--- config.mk ---
export PLATFORM = sky130hd
export DESIGN_NAME = bomb_ctrl
export DESIGN_NICKNAME = d
export VERILOG_FILES = /design/src/rtl/map_pkg.sv /design/src/rtl/blast_list.sv /design/src/rtl/bomb_ctrl.sv
export SDC_FILE = /design/constraint.sdc
export NUM_CORES = 1
export LEC_CHECK = 0
export CAP_MARGIN = 5
export CORE_MARGIN = 4
export CORE_UTILIZATION = 60
export DETAILED_ROUTE_END_ITERATION = 8
export PLACE_DENSITY = 0.79
export RECOVER_POWER = 25
export SKIP_CTS_REPAIR_TIMING = 1
export SKIP_LAST_GASP = 1
export SLEW_MARGIN = 20
export SYNTH_ARGS = -nofsm -noshare
export SYNTH_HDL_FRONTEND = slang
export SYNTH_SLANG_ARGS = --single-unit
--- constraint.sdc ---
create_clock -name i_pclk -period 3.7 [get_ports i_pclk]
set_input_delay 0.74 -clock i_pclk [delete_from_list [all_inputs] [get_ports i_pclk]]
set_output_delay 0.74 -clock i_pclk [all_outputs]
set_load 0.1 [all_outputs]
--- src/rtl/map_pkg.sv ---
// ---------------------------------------------------------------------------
// map_pkg
// Shared definitions for the 16x16 tile map. The map renderer and the bomb
// controller both import this package so that tile codes and geometry agree.
//
// Contents:
//   MAP_W / MAP_H     map size in tiles
//   ADDR_W / TILE_W   tile address width ({y[3:0], x[3:0]}) and code width
//   TILE_*            tile codes stored in the map RAM
//   dir_t             blast propagation direction, in scan order
//   nbr_t/neighbour() tile at a given distance from a centre, with an
//                     in-bounds flag (the map does not wrap at its edges)
// ---------------------------------------------------------------------------
package map_pkg;

  localparam int MAP_W  = 16;
  localparam int MAP_H  = 16;
  localparam int ADDR_W = 8;
  localparam int TILE_W = 4;

  typedef logic [TILE_W-1:0] tile_t;
  typedef logic [ADDR_W-1:0] tile_addr_t;

  localparam tile_t TILE_SURR = 4'd0;  // surrounding / border
  localparam tile_t TILE_PATH = 4'd1;  // walkable path
  localparam tile_t TILE_OBS1 = 4'd2;  // indestructible obstacle
  localparam tile_t TILE_OBS2 = 4'd3;  // destructible obstacle
  localparam tile_t TILE_BOMB = 4'd4;  // armed bomb
  localparam tile_t TILE_EXPL = 4'd5;  // explosion

  // Scan order of the blast: up, down, left, right.
  typedef enum logic [1:0] {
    DIR_UP    = 2'd0,
    DIR_DOWN  = 2'd1,
    DIR_LEFT  = 2'd2,
    DIR_RIGHT = 2'd3
  } dir_t;

  typedef struct packed {
    logic       valid;  // neighbour lies inside the map
    tile_addr_t addr;
  } nbr_t;

  // Tile 'step' tiles away from 'centre' in direction 'dir'. Coordinates are
  // widened to 5 bits so that crossing an edge is detected instead of wrapping.
  function automatic nbr_t neighbour(input tile_addr_t centre, input dir_t dir,
                                     input logic [3:0] step);
    logic [4:0] x;
    logic [4:0] y;
    logic [4:0] s;
    nbr_t       n;
    x = {1'b0, centre[3:0]};
    y = {1'b0, centre[7:4]};
    s = {1'b0, step};
    n.valid = 1'b1;
    case (dir)
      DIR_UP: begin
        n.valid = (s <= y);
        y       = y - s;
      end
      DIR_DOWN: begin
        y       = y + s;
        n.valid = (y <= 5'(MAP_H - 1));
      end
      DIR_LEFT: begin
        n.valid = (s <= x);
        x       = x - s;
      end
      default: begin
        x       = x + s;
        n.valid = (x <= 5'(MAP_W - 1));
      end
    endcase
    n.addr = {y[3:0], x[3:0]};
    return n;
  endfunction

endpackage

--- src/rtl/blast_list.sv ---
// ---------------------------------------------------------------------------
// blast_list
// Small register FIFO remembering which tiles were turned into explosion
// tiles, so they can be restored later in the same order.
//
// Ports:
//   i_clk, i_rst_n  clock, asynchronous active-low reset
//   i_clr           synchronous clear (empties the list)
//   i_push, i_data  append one entry (ignored when full)
//   i_pop           drop the head entry (ignored when empty)
//   o_head          current head entry (valid when !o_empty)
//   o_empty         list holds no entries
// ---------------------------------------------------------------------------
module blast_list #(
  parameter int DEPTH  = 9,
  parameter int DATA_W = 8
) (
  input  logic              i_clk,
  input  logic              i_rst_n,
  input  logic              i_clr,
  input  logic              i_push,
  input  logic [DATA_W-1:0] i_data,
  input  logic              i_pop,
  output logic [DATA_W-1:0] o_head,
  output logic              o_empty
);

  localparam int PTR_W = (DEPTH > 1) ? $clog2(DEPTH) : 1;
  localparam int CNT_W = $clog2(DEPTH + 1);

  logic [DATA_W-1:0] r_mem [DEPTH];
  logic [PTR_W-1:0]  r_rd_ptr;
  logic [PTR_W-1:0]  r_wr_ptr;
  logic [CNT_W-1:0]  r_count;
  logic              w_do_push;
  logic              w_do_pop;

  function automatic logic [PTR_W-1:0] ptr_inc(input logic [PTR_W-1:0] p);
    return (p == PTR_W'(DEPTH - 1)) ? '0 : p + PTR_W'(1);
  endfunction

  assign w_do_push = i_push && (r_count != CNT_W'(DEPTH));
  assign w_do_pop  = i_pop && (r_count != '0);
  assign o_empty   = (r_count == '0);
  assign o_head    = r_mem[r_rd_ptr];

  // NOTE: storage has no reset; an entry is only ever read after it has been
  // written, so clearing it would cost a reset net per bit for no benefit.
  always_ff @(posedge i_clk) begin
    if (w_do_push) begin
      r_mem[r_wr_ptr] <= i_data;
    end
  end

  // NOTE: sequential state uses non-blocking assignments so every register
  // samples its inputs from before the clock edge, independent of order.
  always_ff @(posedge i_clk or negedge i_rst_n) begin
    if (!i_rst_n) begin
      r_rd_ptr <= '0;
      r_wr_ptr <= '0;
      r_count  <= '0;
    end else if (i_clr) begin
      r_rd_ptr <= '0;
      r_wr_ptr <= '0;
      r_count  <= '0;
    end else begin
      if (w_do_push) begin
        r_wr_ptr <= ptr_inc(r_wr_ptr);
      end
      if (w_do_pop) begin
        r_rd_ptr <= ptr_inc(r_rd_ptr);
      end
      if (w_do_push && !w_do_pop) begin
        r_count <= r_count + CNT_W'(1);
      end else if (w_do_pop && !w_do_push) begin
        r_count <= r_count - CNT_W'(1);
      end
    end
  end

endmodule

--- src/rtl/bomb_ctrl.sv ---
// ---------------------------------------------------------------------------
// bomb_ctrl
// Writer side of the 256 x 4-bit tile map. Places one bomb at a time, waits
// out the fuse, spreads the explosion in four directions (stopping at
// obstacles, destroying breakable ones), then restores the exploded tiles
// to path after the blast time.
//
// Ports:
//   i_pclk, i_rst_n  pixel clock, asynchronous active-low reset
//   i_tick           one-cycle frame strobe used for fuse/blast timing
//   i_place          placement request pulse, with i_place_addr {y,x}
//   o_busy           high from request acceptance until clearing is done
//   o_raddr          registered map read address
//   i_rdata          map read data, valid the cycle after o_raddr
//   o_we/o_waddr/o_wdata  map write port, one write per strobe
//   o_blast          one-cycle pulse when the explosion starts
// ---------------------------------------------------------------------------
module bomb_ctrl
  import map_pkg::*;
#(
  parameter int FUSE_TICKS  = 120,
  parameter int BLAST_TICKS = 30,
  parameter int RANGE       = 2
) (
  input  logic              i_pclk,
  input  logic              i_rst_n,
  input  logic              i_tick,
  input  logic              i_place,
  input  logic [ADDR_W-1:0] i_place_addr,
  output logic              o_busy,
  output logic [ADDR_W-1:0] o_raddr,
  input  logic [TILE_W-1:0] i_rdata,
  output logic              o_we,
  output logic [ADDR_W-1:0] o_waddr,
  output logic [TILE_W-1:0] o_wdata,
  output logic              o_blast
);

  // Centre plus RANGE tiles in each of four directions: the list can never
  // overflow.
  localparam int LIST_DEPTH = 1 + 4 * RANGE;
  localparam int TICK_MAX   = (FUSE_TICKS > BLAST_TICKS) ? FUSE_TICKS : BLAST_TICKS;
  localparam int CNT_W      = $clog2(TICK_MAX + 1);

  typedef enum logic [3:0] {
    ST_IDLE,
    ST_CHK_WAIT,     // read address out, RAM busy
    ST_CHK_EVAL,     // read data of the requested tile is valid
    ST_FUSE,
    ST_BLAST_START,
    ST_SCAN_ISSUE,   // pick next neighbour or end the direction
    ST_SCAN_WAIT,
    ST_SCAN_EVAL,
    ST_HOLD,
    ST_CLEAR
  } state_t;

  state_t            r_state;
  state_t            w_state_nxt;
  tile_addr_t        r_centre;
  tile_addr_t        w_centre_nxt;
  dir_t              r_dir;
  dir_t              w_dir_nxt;
  logic [3:0]        r_step;
  logic [3:0]        w_step_nxt;
  logic [CNT_W-1:0]  r_cnt;
  logic [CNT_W-1:0]  w_cnt_nxt;
  logic              r_busy;
  logic              w_busy_nxt;
  tile_addr_t        r_raddr;
  tile_addr_t        w_raddr_nxt;
  logic              r_we;
  logic              w_we_nxt;
  tile_addr_t        r_waddr;
  tile_addr_t        w_waddr_nxt;
  tile_t             r_wdata;
  tile_t             w_wdata_nxt;
  logic              r_blast;
  logic              w_blast_nxt;

  logic              w_push;
  tile_addr_t        w_push_data;
  logic              w_pop;
  logic              w_clr;
  tile_addr_t        w_head;
  logic              w_empty;
  logic              w_end_dir;
  nbr_t              w_nbr;

  assign w_nbr = neighbour(r_centre, r_dir, r_step);

  blast_list #(
    .DEPTH  (LIST_DEPTH),
    .DATA_W (ADDR_W)
  ) u_blast_list (
    .i_clk   (i_pclk),
    .i_rst_n (i_rst_n),
    .i_clr   (w_clr),
    .i_push  (w_push),
    .i_data  (w_push_data),
    .i_pop   (w_pop),
    .o_head  (w_head),
    .o_empty (w_empty)
  );

  // NOTE: every signal driven here gets a default first, so no path through
  // the case statement can leave one unassigned and infer a latch.
  always_comb begin
    w_state_nxt  = r_state;
    w_centre_nxt = r_centre;
    w_dir_nxt    = r_dir;
    w_step_nxt   = r_step;
    w_cnt_nxt    = r_cnt;
    w_busy_nxt   = r_busy;
    w_raddr_nxt  = r_raddr;
    w_we_nxt     = 1'b0;
    w_waddr_nxt  = r_waddr;   // write address/data hold between strobes
    w_wdata_nxt  = r_wdata;
    w_blast_nxt  = 1'b0;
    w_push       = 1'b0;
    w_push_data  = r_centre;
    w_pop        = 1'b0;
    w_clr        = 1'b0;
    w_end_dir    = 1'b0;

    unique case (r_state)
      ST_IDLE: begin
        if (i_place) begin
          w_centre_nxt = i_place_addr;
          w_raddr_nxt  = i_place_addr;
          w_busy_nxt   = 1'b1;
          w_clr        = 1'b1;
          w_state_nxt  = ST_CHK_WAIT;
        end
      end

      ST_CHK_WAIT: w_state_nxt = ST_CHK_EVAL;

      ST_CHK_EVAL: begin
        if (i_rdata == TILE_PATH) begin
          w_we_nxt    = 1'b1;
          w_waddr_nxt = r_centre;
          w_wdata_nxt = TILE_BOMB;
          w_cnt_nxt   = '0;
          w_state_nxt = ST_FUSE;
        end else begin
          w_busy_nxt  = 1'b0;
          w_state_nxt = ST_IDLE;
        end
      end

      ST_FUSE: begin
        if (i_tick) begin
          if (r_cnt == CNT_W'(FUSE_TICKS - 1)) begin
            w_state_nxt = ST_BLAST_START;
          end else begin
            w_cnt_nxt = r_cnt + CNT_W'(1);
          end
        end
      end

      ST_BLAST_START: begin
        w_we_nxt    = 1'b1;
        w_waddr_nxt = r_centre;
        w_wdata_nxt = TILE_EXPL;
        w_push      = 1'b1;
        w_push_data = r_centre;
        w_blast_nxt = 1'b1;
        w_dir_nxt   = DIR_UP;
        w_step_nxt  = 4'd1;
        w_state_nxt = ST_SCAN_ISSUE;
      end

      ST_SCAN_ISSUE: begin
        if ((r_step > 4'(RANGE)) || !w_nbr.valid) begin
          w_end_dir = 1'b1;
        end else begin
          w_raddr_nxt = w_nbr.addr;
          w_state_nxt = ST_SCAN_WAIT;
        end
      end

      ST_SCAN_WAIT: w_state_nxt = ST_SCAN_EVAL;

      ST_SCAN_EVAL: begin
        // o_raddr still holds the neighbour that was just read.
        if (i_rdata == TILE_PATH) begin
          w_we_nxt    = 1'b1;
          w_waddr_nxt = r_raddr;
          w_wdata_nxt = TILE_EXPL;
          w_push      = 1'b1;
          w_push_data = r_raddr;
          w_step_nxt  = r_step + 4'd1;
          w_state_nxt = ST_SCAN_ISSUE;
        end else if (i_rdata == TILE_OBS2) begin
          // Breakable obstacle is destroyed but also absorbs the blast.
          w_we_nxt    = 1'b1;
          w_waddr_nxt = r_raddr;
          w_wdata_nxt = TILE_EXPL;
          w_push      = 1'b1;
          w_push_data = r_raddr;
          w_end_dir   = 1'b1;
        end else begin
          w_end_dir = 1'b1;
        end
      end

      ST_HOLD: begin
        if (i_tick) begin
          if (r_cnt == CNT_W'(BLAST_TICKS - 1)) begin
            w_state_nxt = ST_CLEAR;
          end else begin
            w_cnt_nxt = r_cnt + CNT_W'(1);
          end
        end
      end

      ST_CLEAR: begin
        if (!w_empty) begin
          w_pop       = 1'b1;
          w_we_nxt    = 1'b1;
          w_waddr_nxt = w_head;
          w_wdata_nxt = TILE_PATH;
        end else begin
          w_busy_nxt  = 1'b0;
          w_state_nxt = ST_IDLE;
        end
      end

      default: w_state_nxt = ST_IDLE;
    endcase

    // Shared by both ways a direction can finish.
    if (w_end_dir) begin
      if (r_dir == DIR_RIGHT) begin
        w_cnt_nxt   = '0;
        w_state_nxt = ST_HOLD;
      end else begin
        w_dir_nxt   = dir_t'(r_dir + 2'd1);
        w_step_nxt  = 4'd1;
        w_state_nxt = ST_SCAN_ISSUE;
      end
    end
  end

  always_ff @(posedge i_pclk or negedge i_rst_n) begin
    if (!i_rst_n) begin
      r_state  <= ST_IDLE;
      r_centre <= '0;
      r_dir    <= DIR_UP;
      r_step   <= '0;
      r_cnt    <= '0;
      r_busy   <= 1'b0;
      r_raddr  <= '0;
      r_we     <= 1'b0;
      r_waddr  <= '0;
      r_wdata  <= '0;
      r_blast  <= 1'b0;
    end else begin
      r_state  <= w_state_nxt;
      r_centre <= w_centre_nxt;
      r_dir    <= w_dir_nxt;
      r_step   <= w_step_nxt;
      r_cnt    <= w_cnt_nxt;
      r_busy   <= w_busy_nxt;
      r_raddr  <= w_raddr_nxt;
      r_we     <= w_we_nxt;
      r_waddr  <= w_waddr_nxt;
      r_wdata  <= w_wdata_nxt;
      r_blast  <= w_blast_nxt;
    end
  end

  assign o_busy  = r_busy;
  assign o_raddr = r_raddr;
  assign o_we    = r_we;
  assign o_waddr = r_waddr;
  assign o_wdata = r_wdata;
  assign o_blast = r_blast;

endmodule

==> results of run 1 <==
[stage by stage]
stage / power, mW / setup slack [ns] / util, % / hold slack, ns
finish: 7.37 / 0.395 / 69.9 / 0.497
global route: 7.82 / 0.200 / 69.9 / 0.515
CTS: 7.39 / 0.429 / 70.0 / 0.428
detailed placement: 5.85 / 0.368 / 65.4 / 0.483
global placement: 5.74 / 0.541 / 65.4 / 0.478
floorplan: 5.03 / 0.825 / - / 0.444
[layer usage]
| metal | up-vias | wire length (µm) |
|---|---|---|
| met5 | - | 0 |
| met1 | 2382 | 6760 |
| met3 | 17 | 1030 |
| met2 | 210 | 7560 |
| met4 | 0 | 198 |
| li1 | 2236 | - |
[placed cells by master, fill, tap and decap left out, types with 3 or more instances in the layout]
cell type	Yosys	layout
a21oi_1	36	36
a221o_1	8	8
a221oi_1	3	3
a22oi_1	11	11
and2_1	6	6
and3_1	10	10
buf_4	3	7
clkbuf_1	10	4
clkbuf_16	0	17
clkdlybuf4s50_1	0	35
clkinv_1	0	6
clkinvlp_4	0	5
dfrtp_1	58	58
edfxtp_1	72	72
fa_1	5	5
ha_1	33	33
inv_1	26	26
mux2_2	14	14
mux2i_1	17	17
mux4_2	16	16
nand2_1	50	50
nand3_1	8	8
nand4b_1	3	3
nor2_1	50	50
nor2b_1	6	6
nor3_1	7	7
nor3b_1	4	4
nor4b_2	4	4
o21ai_0	34	34
o21ai_1	7	7
o22ai_1	3	3
xnor2_1	8	8
xor2_1	6	6
[how the worst min path moves through the flow]
stage	depth (start not counted)	from	to	slack, ns
floorplan	0	i_rst_n	o_blast	0.44
global placement	1	o_wdata[2]	o_wdata[2]	0.48
detailed placement	1	o_wdata[2]	o_wdata[2]	0.48
CTS	1	i_rst_n	o_blast	0.43
global route	1	o_wdata[2]	o_wdata[2]	0.51
finish	1	o_wdata[2]	o_wdata[2]	0.50
[where the power goes]
group          switching [mW]  internal, mW  total [mW]
logic                    2.19          1.26        3.45
registers               0.415          2.00        2.42
clock network           0.600         0.905        1.51
total                    3.20          4.17        7.37
[flip-flops by register name (all words and copies together), names as in the netlist]
name / flops
u_blast_list.r_mem: 72
o_raddr: 8
o_waddr: 8
r_centre: 8
r_cnt: 7
r_state: 4
r_step: 4
u_blast_list.r_count: 4
u_blast_list.r_rd_ptr: 4
u_blast_list.r_wr_ptr: 4
o_wdata: 2
r_dir: 2
o_blast: 1
o_busy: 1
o_we: 1
[area by class of cell]
type,count,area (µm²),area share [%]
Sequential cell,130,3610,45.3
Multi-Input combinational cell,401,3130,39.2
Clock buffer,19,433,5.42
Timing Repair Buffer,45,415,5.20
Tap cell,143,179,2.24
Inverter,28,118,1.47
Clock inverter,13,95.1,1.19
[kinds of logic after synthesis]
group | after synthesis | synth area share (%)
AND/OR/NAND/NOR | 171 | 13.4
other | 1 | 0.0536
XOR/XNOR | 14 | 1.75
AO/OA/AOI/OAI | 127 | 11.8
adder cells (fa/ha/maj) | 38 | 7.33
buffers and inverters | 55 | 3.72
flip-flops | 130 | 51.6
multiplexers | 49 | 10.3
==> impl_metrics.env, run 1 <==
export IMPL_grt_util_met1_pct=35.4
export IMPL_drv_cap=1
export IMPL_ys_flop_type="edfxtp_1"
export IMPL_clock_path_buffers=2
export IMPL_ir_worst_vdd_mv=1.01
export IMPL_min_period_over_period_pct=89.3
export IMPL_async_flop_share_pct=44.6
export IMPL_r2r_setup_slack_ns=0.39
export IMPL_period_needed_ns=3.31
export IMPL_netlist_top_cells_count="72 x edfxtp_1, 58 x dfrtp_1, 50 x nand2_1, 50 x nor2_1, 36 x a21oi_1"
export IMPL_cts_buffers=17
export IMPL_syn_avg_cell_area_um2=12.0
export IMPL_gr_usage_all_layers_pct=24.8
export IMPL_hpwl_um=10500
export IMPL_drtPass1Iterations=6
export IMPL_crit_chain="and4b_1 > nand3_1 > a32oi_2 > ha_1 > inv_1 > ha_1 > a21o_1 > a21oi_1 > xnor2_1 > or3_1 > a21oi_1"
export IMPL_cts_root_buffer_cell="clkbuf_16"
export IMPL_finalInstanceArea_um2=7980
export IMPL_finClkSkew_ns=0.0161
export IMPL_cts_tree="built"
export IMPL_routed_wl_um=15600
export IMPL_yosys_area_top_type="edfxtp_1"
export IMPL_yosysTopAreaCellShare_pct=30.9
export IMPL_syn_area_um2=7000
export IMPL_grt_pass1_vias=4673
export IMPL_layoutNonFillerInstCount=779
export IMPL_antenna_left=0
export IMPL_start_util_pct=61.3
export IMPL_die_height_um=116
export IMPL_cpPeakStageDelay_ns=0.61
export IMPL_finalHoldViolCount=0
export IMPL_num_antenna_cells=0
export IMPL_synth_area_leaders="edfxtp_1 31%, dfrtp_1 21%, ha_1 5.9%"
export IMPL_crit_path_top_delay_cell="dfrtp_1"
export IMPL_grt_met2_usage_pct=38.5
export IMPL_final_nets=677
export IMPL_r2r_end="u_blast_list.r_count[3]"
export IMPL_clk_pin_slew_worst_paths_ns=0.05
export IMPL_worst_path_buf_inv=1
export IMPL_antenna_found_initial=0
export IMPL_endpoint="u_blast_list.r_count[3]"
export IMPL_clock_fmax_mhz=303
export IMPL_layout_drive_gt1_share_pct=13.5
export IMPL_grt_use_met3_pct=5.17
export IMPL_end_kind="flip-flop"
export IMPL_synthToLayoutAreaGrowth_pct=14.0
export IMPL_core_um2=11400
export IMPL_slew_violations=35
export IMPL_violations="capacitance limit, slew limit"
export IMPL_yosysWarningCount=0
export IMPL_fillers=782
export IMPL_synth_edf_count=72
export IMPL_grt_max_degree=35
export IMPL_ys_seq_area_share_pct=51.6
export IMPL_hold_path_class="reg -> reg"
export IMPL_grt_busiest_layer="met2"
export IMPL_leakagePower_nw=3.06
export IMPL_r2r_cells=11
export IMPL_cp_top_family="simple AND/OR/NAND/NOR gates"
export IMPL_port_buffers=36
export IMPL_power_density_nw_per_um2=924
export IMPL_grt_overflow_total=0
export IMPL_startpoint="r_state[0]"
export IMPL_htreeDepth=4
export IMPL_synth_cells=585
export IMPL_finalSetupTns_ns=0
export IMPL_routed_wire_length_per_instance_um=20.0
export IMPL_slew_headroom_pct=-32.1
export IMPL_vias_per_cell=6.22
export IMPL_cp_start_kind="flip-flop"
export IMPL_clock_sinks=130
export IMPL_r2r_start="r_state[0]"
export IMPL_ios=39
export IMPL_worst_pin_slew_ns=1.98
export IMPL_initialDrtViolationCount=465
export IMPL_cp_max_fo=14
export IMPL_synth_most_common_cell="edfxtp_1"
export IMPL_yosysUniqueCellTypes=73
export IMPL_drc=0
export IMPL_die_area_um2=13500
export IMPL_rsz0062_at_grt="false"
export IMPL_dp_cells=747
export IMPL_cp_arrival_ns=3.62
export IMPL_die_w_um=116
export IMPL_status="finished with violations"
export IMPL_grt_pass1_wl_um=25200
export IMPL_insertion_delay_ns=0.42
export IMPL_setup_viol=0
export IMPL_cp_required_ns=4.02
export IMPL_gp_congestion=0.924
export IMPL_vias=4845
export IMPL_ys_ff_latch=130
export IMPL_place_area_um2=7460
export IMPL_path_depth=11
export IMPL_worstSetupPathType="reg -> reg"
export IMPL_num_rows=39
No activity file was read; power rests on OpenSTA's default activity.
==> inputs of run 2 (changes only) <==
--- a/config.mk
+++ b/config.mk
@@ -11,6 +11,7 @@
 export DETAILED_ROUTE_END_ITERATION = 8
 export PLACE_DENSITY = 0.79
 export RECOVER_POWER = 25
+export SETUP_SLACK_MARGIN = 0.5
 export SKIP_CTS_REPAIR_TIMING = 1
 export SKIP_LAST_GASP = 1
 export SLEW_MARGIN = 20
==> constraint.sdc (replaced) <==
create_clock -name i_pclk -period 3.1 [get_ports i_pclk]
set_input_delay 0.62 -clock i_pclk [delete_from_list [all_inputs] [get_ports i_pclk]]
set_output_delay 0.62 -clock i_pclk [all_outputs]
set_load 0.1 [all_outputs]
==> impl_metrics.env, run 2 (synthesis gave the netlist of run 1 again) <==
export IMPL_end_kind="flip-flop"
export IMPL_vias=4935
export IMPL_hpwl_um=10800
export IMPL_drc=0
export IMPL_num_antenna_cells=0
export IMPL_cp_max_fo=8
export IMPL_worstSetupPathType="reg -> reg"
export IMPL_clock_fmax_mhz=370
export IMPL_holdWs_ns=0.502
export IMPL_synthToLayoutAreaGrowth_pct=19.0
export IMPL_layout_drive_gt1_share_pct=24.7
export IMPL_slew_violations=28
export IMPL_clk_pin_slew_worst_paths_ns=0.06
export IMPL_core_um2=11400
export IMPL_crit_chain="nor2b_1 > nand2_4 > a32oi_4 > ha_4 > inv_4 > ha_4 > a21o_1 > a21oi_2 > xnor2_1 > or3_1 > a21oi_1"
export IMPL_ir_worst_vdd_mv=0.723
export IMPL_finClkSkew_ns=0.00897
export IMPL_cp_required_ns=3.44
export IMPL_rsz0062_at_grt="false"
export IMPL_finalSetupTns_ns=0
export IMPL_cp_top_family="simple AND/OR/NAND/NOR gates"
export IMPL_drtPass1Iterations=5
export IMPL_final_common_cell="edfxtp_1"
export IMPL_grt_pass1_wl_um=25000
export IMPL_antenna_found_initial=0
export IMPL_layout_common_cells="72 x edfxtp_1, 54 x buf_4, 50 x dfrtp_1"
export IMPL_fillers=792
export IMPL_cpPeakStageDelay_ns=0.45
export IMPL_port_buffers=36
export IMPL_power_density_nw_per_um2=1110
export IMPL_routed_wl_um=15800
export IMPL_htreeDepth=4
export IMPL_slew_headroom_pct=-3.87
export IMPL_violations="capacitance limit, slew limit"
export IMPL_start_util_pct=61.3
export IMPL_antenna_left=0
export IMPL_cp_arrival_ns=3.05
export IMPL_cts_buffers=17
export IMPL_vias_per_cell=6.08
export IMPL_routed_wire_length_per_instance_um=19.5
export IMPL_cts_root_buffer_cell="clkbuf_16"
export IMPL_grt_max_degree=28
export IMPL_die_w_um=116
export IMPL_die_area_um2=13500
export IMPL_gr_usage_all_layers_pct=24.6
export IMPL_setup_viol=0
export IMPL_drv_cap=1
export IMPL_ios=39
export IMPL_worst_pin_slew_ns=1.56
export IMPL_largest_reg_flops=72
export IMPL_gp_congestion=0.990
export IMPL_status="finished with violations"
export IMPL_period_needed_ns=2.71
export IMPL_finalHoldViolCount=0
export IMPL_grt_overflow_total=0
export IMPL_insertion_delay_ns=0.42
export IMPL_clock_path_buffers=2
export IMPL_hold_path_class="reg -> reg"
export IMPL_final_nets=710
export IMPL_clock_sinks=130
export IMPL_worst_path_buf_inv=1
export IMPL_cp_start_kind="flip-flop"
export IMPL_die_height_um=116
export IMPL_regMostFlops="u_blast_list.r_mem"
export IMPL_critPathMostFrequentCell="ha_4"
export IMPL_num_rows=39
export IMPL_initialDrtViolationCount=403
export IMPL_leakagePower_nw=3.25
export IMPL_grt_pass1_vias=4801
export IMPL_cts_tree="built"
export IMPL_crit_path_top_delay_cell="dfrtp_2"
export IMPL_min_period_over_period_pct=87.3
run 2: changes by cell type in the layout (fill, tap and decap cells not counted), moves of 5 or more:
cell             previous run  this run
clkdlybuf4s50_1            35        14
clkinv_1                    6         1
clkbuf_1                    4         9
buf_4                       7        54
dfrtp_2                     0         8
dfrtp_1                    58        50
run 2: stage by stage:
step	utilization, %	std cells	total power, mW	worst slack [ns]	instance area [µm²]
2_1_floorplan	-	586	6.07	0.500	7050
3_3_place_gp	65.8	756	6.87	0.130	7520
3_5_place_dp	65.8	756	7.03	0.0624	7520
4_1_cts	70.7	788	8.95	0.292	8080
5_1_grt	73.0	812	9.75	0.231	8330
6_report	73.0	812	9.24	0.395	8330
run 2: final timing paths:
path / start / to / slack (ns) / cells past startpoint
setup / recovery: r_state[3] / u_blast_list.r_count[3] / 0.39 / 11
hold / removal: o_wdata[2] / o_wdata[2] / 0.50 / 1
setup reg to reg: r_state[3] / u_blast_list.r_count[3] / 0.39 / 11
hold reg to reg: o_wdata[2] / o_wdata[2] / 0.50 / 1
max in group asynchronous: i_rst_n / r_state[1] / 1.21 / 2
min in group asynchronous: i_rst_n / o_waddr[2] / 0.58 / 1
run 2: metal layers:
layer | wire [µm] | GRT usage, %
met3 | 822 | 4.96
met1 | 6680 | 32.1
met4 | 318 | 8.58
met2 | 8020 | 41.3
met5 | 0 | 0
run 2: layout make-up:
type                            count  area [µm²]  area share (%)
Sequential cell                   130        3620            43.5
Clock buffer                       18         429            5.15
Timing Repair Buffer               77         581            6.97
Tap cell                          143         179            2.15
Multi-Input combinational cell    402        3260            39.2
Clock inverter                     14         133            1.59
Inverter                           28         124            1.49
run 2: where the power goes:
part           switching (mW)  internal, mW
logic                    2.77          1.66
clock network           0.788          1.11
registers               0.498          2.40
==> inputs of run 3 (changes only) <==
==> constraint.sdc (replaced) <==
create_clock -name i_pclk -period 3.1 [get_ports i_pclk]
set_input_delay 0.465 -clock i_pclk [delete_from_list [all_inputs] [get_ports i_pclk]]
set_output_delay 0.465 -clock i_pclk [all_outputs]
set_load 0.1 [all_outputs]
==> impl_metrics.env, run 3 (synthesis gave the netlist of run 1 again) <==
export IMPL_leakagePower_nw=3.27
export IMPL_r2r_start="r_state[1]"
export IMPL_cts_root_buffer_cell="clkbuf_16"
export IMPL_worst_pin_slew_ns=1.85
export IMPL_die_height_um=116
export IMPL_routed_wire_length_per_instance_um=19.9
export IMPL_hold_path_depth=1
export IMPL_final_core_util_pct=73.2
export IMPL_layout_common_cells="72 x edfxtp_1, 51 x dfrtp_1, 50 x nand2_1"
export IMPL_initialDrtViolationCount=373
export IMPL_place_area_um2=7510
export IMPL_end_kind="flip-flop"
export IMPL_finClkSkew_ns=0.00688
export IMPL_regMostFlops="u_blast_list.r_mem"
export IMPL_violations="capacitance limit, slew limit"
export IMPL_fillers=794
export IMPL_slew_violations=33
export IMPL_holdWs_ns=0.499
export IMPL_hpwl_um=11000
export IMPL_slew_headroom_pct=-23.5
export IMPL_cp_max_fo=8
export IMPL_worstSetupPathType="reg -> reg"
export IMPL_num_antenna_cells=0
export IMPL_port_buffers=36
export IMPL_startpoint="r_state[1]"
export IMPL_finalHoldViolCount=0
export IMPL_drtPass1Iterations=5
export IMPL_die_area_um2=13500
export IMPL_antenna_found_initial=0
export IMPL_cts_buffers=17
export IMPL_hold_path_class="reg -> reg"
export IMPL_synthToLayoutAreaGrowth_pct=19.3
export IMPL_status="finished with violations"
export IMPL_grt_pass1_wl_um=25400
export IMPL_rsz0062_at_grt="true"
export IMPL_grt_overflow_total=0
export IMPL_cts_tree="built"
export IMPL_ir_worst_vdd_mv=0.682
export IMPL_gp_congestion=0.979
export IMPL_finalSetupTns_ns=0
export IMPL_clock_sinks=130
export IMPL_setup_viol=0
export IMPL_antenna_left=0
export IMPL_vias=4960
export IMPL_gr_usage_all_layers_pct=24.9
export IMPL_r2r_cells=11
export IMPL_largest_reg_flops=72
export IMPL_layout_drive_gt1_share_pct=24.0
export IMPL_die_w_um=116
export IMPL_total_power_mw=9.44
export IMPL_cp_required_ns=3.45
export IMPL_clock_fmax_mhz=375
export IMPL_insertion_delay_ns=0.43
export IMPL_routed_wl_um=16200
export IMPL_vias_per_cell=6.10
export IMPL_htreeDepth=4
export IMPL_final_nets=711
export IMPL_drc=0
export IMPL_cp_start_kind="flip-flop"
export IMPL_num_rows=39
export IMPL_clk_pin_slew_worst_paths_ns=0.06
export IMPL_grt_max_degree=33
export IMPL_core_um2=11400
export IMPL_ios=39
export IMPL_drv_cap=1
export IMPL_start_util_pct=61.3
export IMPL_final_common_cell="edfxtp_1"
export IMPL_finalInstanceArea_um2=8350
export IMPL_min_period_over_period_pct=86.1
export IMPL_cp_arrival_ns=3.02
export IMPL_clock_path_buffers=2
export IMPL_grt_pass1_vias=4953
export IMPL_period_needed_ns=2.67
export IMPL_power_density_nw_per_um2=1130
export IMPL_hold_path_startpoint="o_wdata[2]"
==> run 3: final timing paths <==
kind | to | slack [ns]
max | u_blast_list.r_count[3] | 0.43
min | o_wdata[2] | 0.50
max reg2reg | u_blast_list.r_count[3] | 0.43
min reg2reg | o_wdata[2] | 0.50
max in group asynchronous | u_blast_list.r_count[1] | 1.03
min in group asynchronous | u_blast_list.r_rd_ptr[1] | 0.54
==> run 3: worst max-delay path, stage by stage (launching register included) <==
cell,delay [ns]
dfrtp_2,0.45
nor2_2,0.19
nand2_1,0.27
a32oi_4,0.31
ha_4,0.19
inv_4,0.05
ha_4,0.20
a21o_1,0.16
a21oi_2,0.15
xnor2_1,0.11
or3_1,0.37
a21oi_2,0.14
==> run 3: stage by stage <==
stage	setup WS [ns]	instances
5_1_grt	0.335	813
4_1_cts	0.279	787
3_5_place_dp	0.216	755
6_report	0.432	813
2_1_floorplan	0.500	586
3_3_place_gp	0.290	755
==> run 3: layout make-up <==
class,instances,area [µm²],share of cell area (%)
clock buffer,18,429,5.14
clock inverter,14,166,1.99
inverter,28,124,1.48
multi-input combinational,402,3260,39.0
sequential,130,3620,43.4
tap,143,179,2.14
timing repair buffer,78,572,6.85
==> run 3: routing by layer <==
| layer | wire [µm] | global-route usage (%) |
|---|---|---|
| met5 | 0 | 0 |
| met4 | 219 | 9.90 |
| met3 | 1090 | 4.86 |
| met2 | 8300 | 42.5 |
| met1 | 6540 | 31.4 |
==> run 3: where the power goes <==
group	total, mW	leakage (nW)	internal [mW]	switching (mW)
clock	2.03	0.290	1.21	0.820
sequential	2.88	1.37	2.40	0.483
combinational	4.52	1.61	1.71	2.82
total	9.44	3.27	5.32	4.12
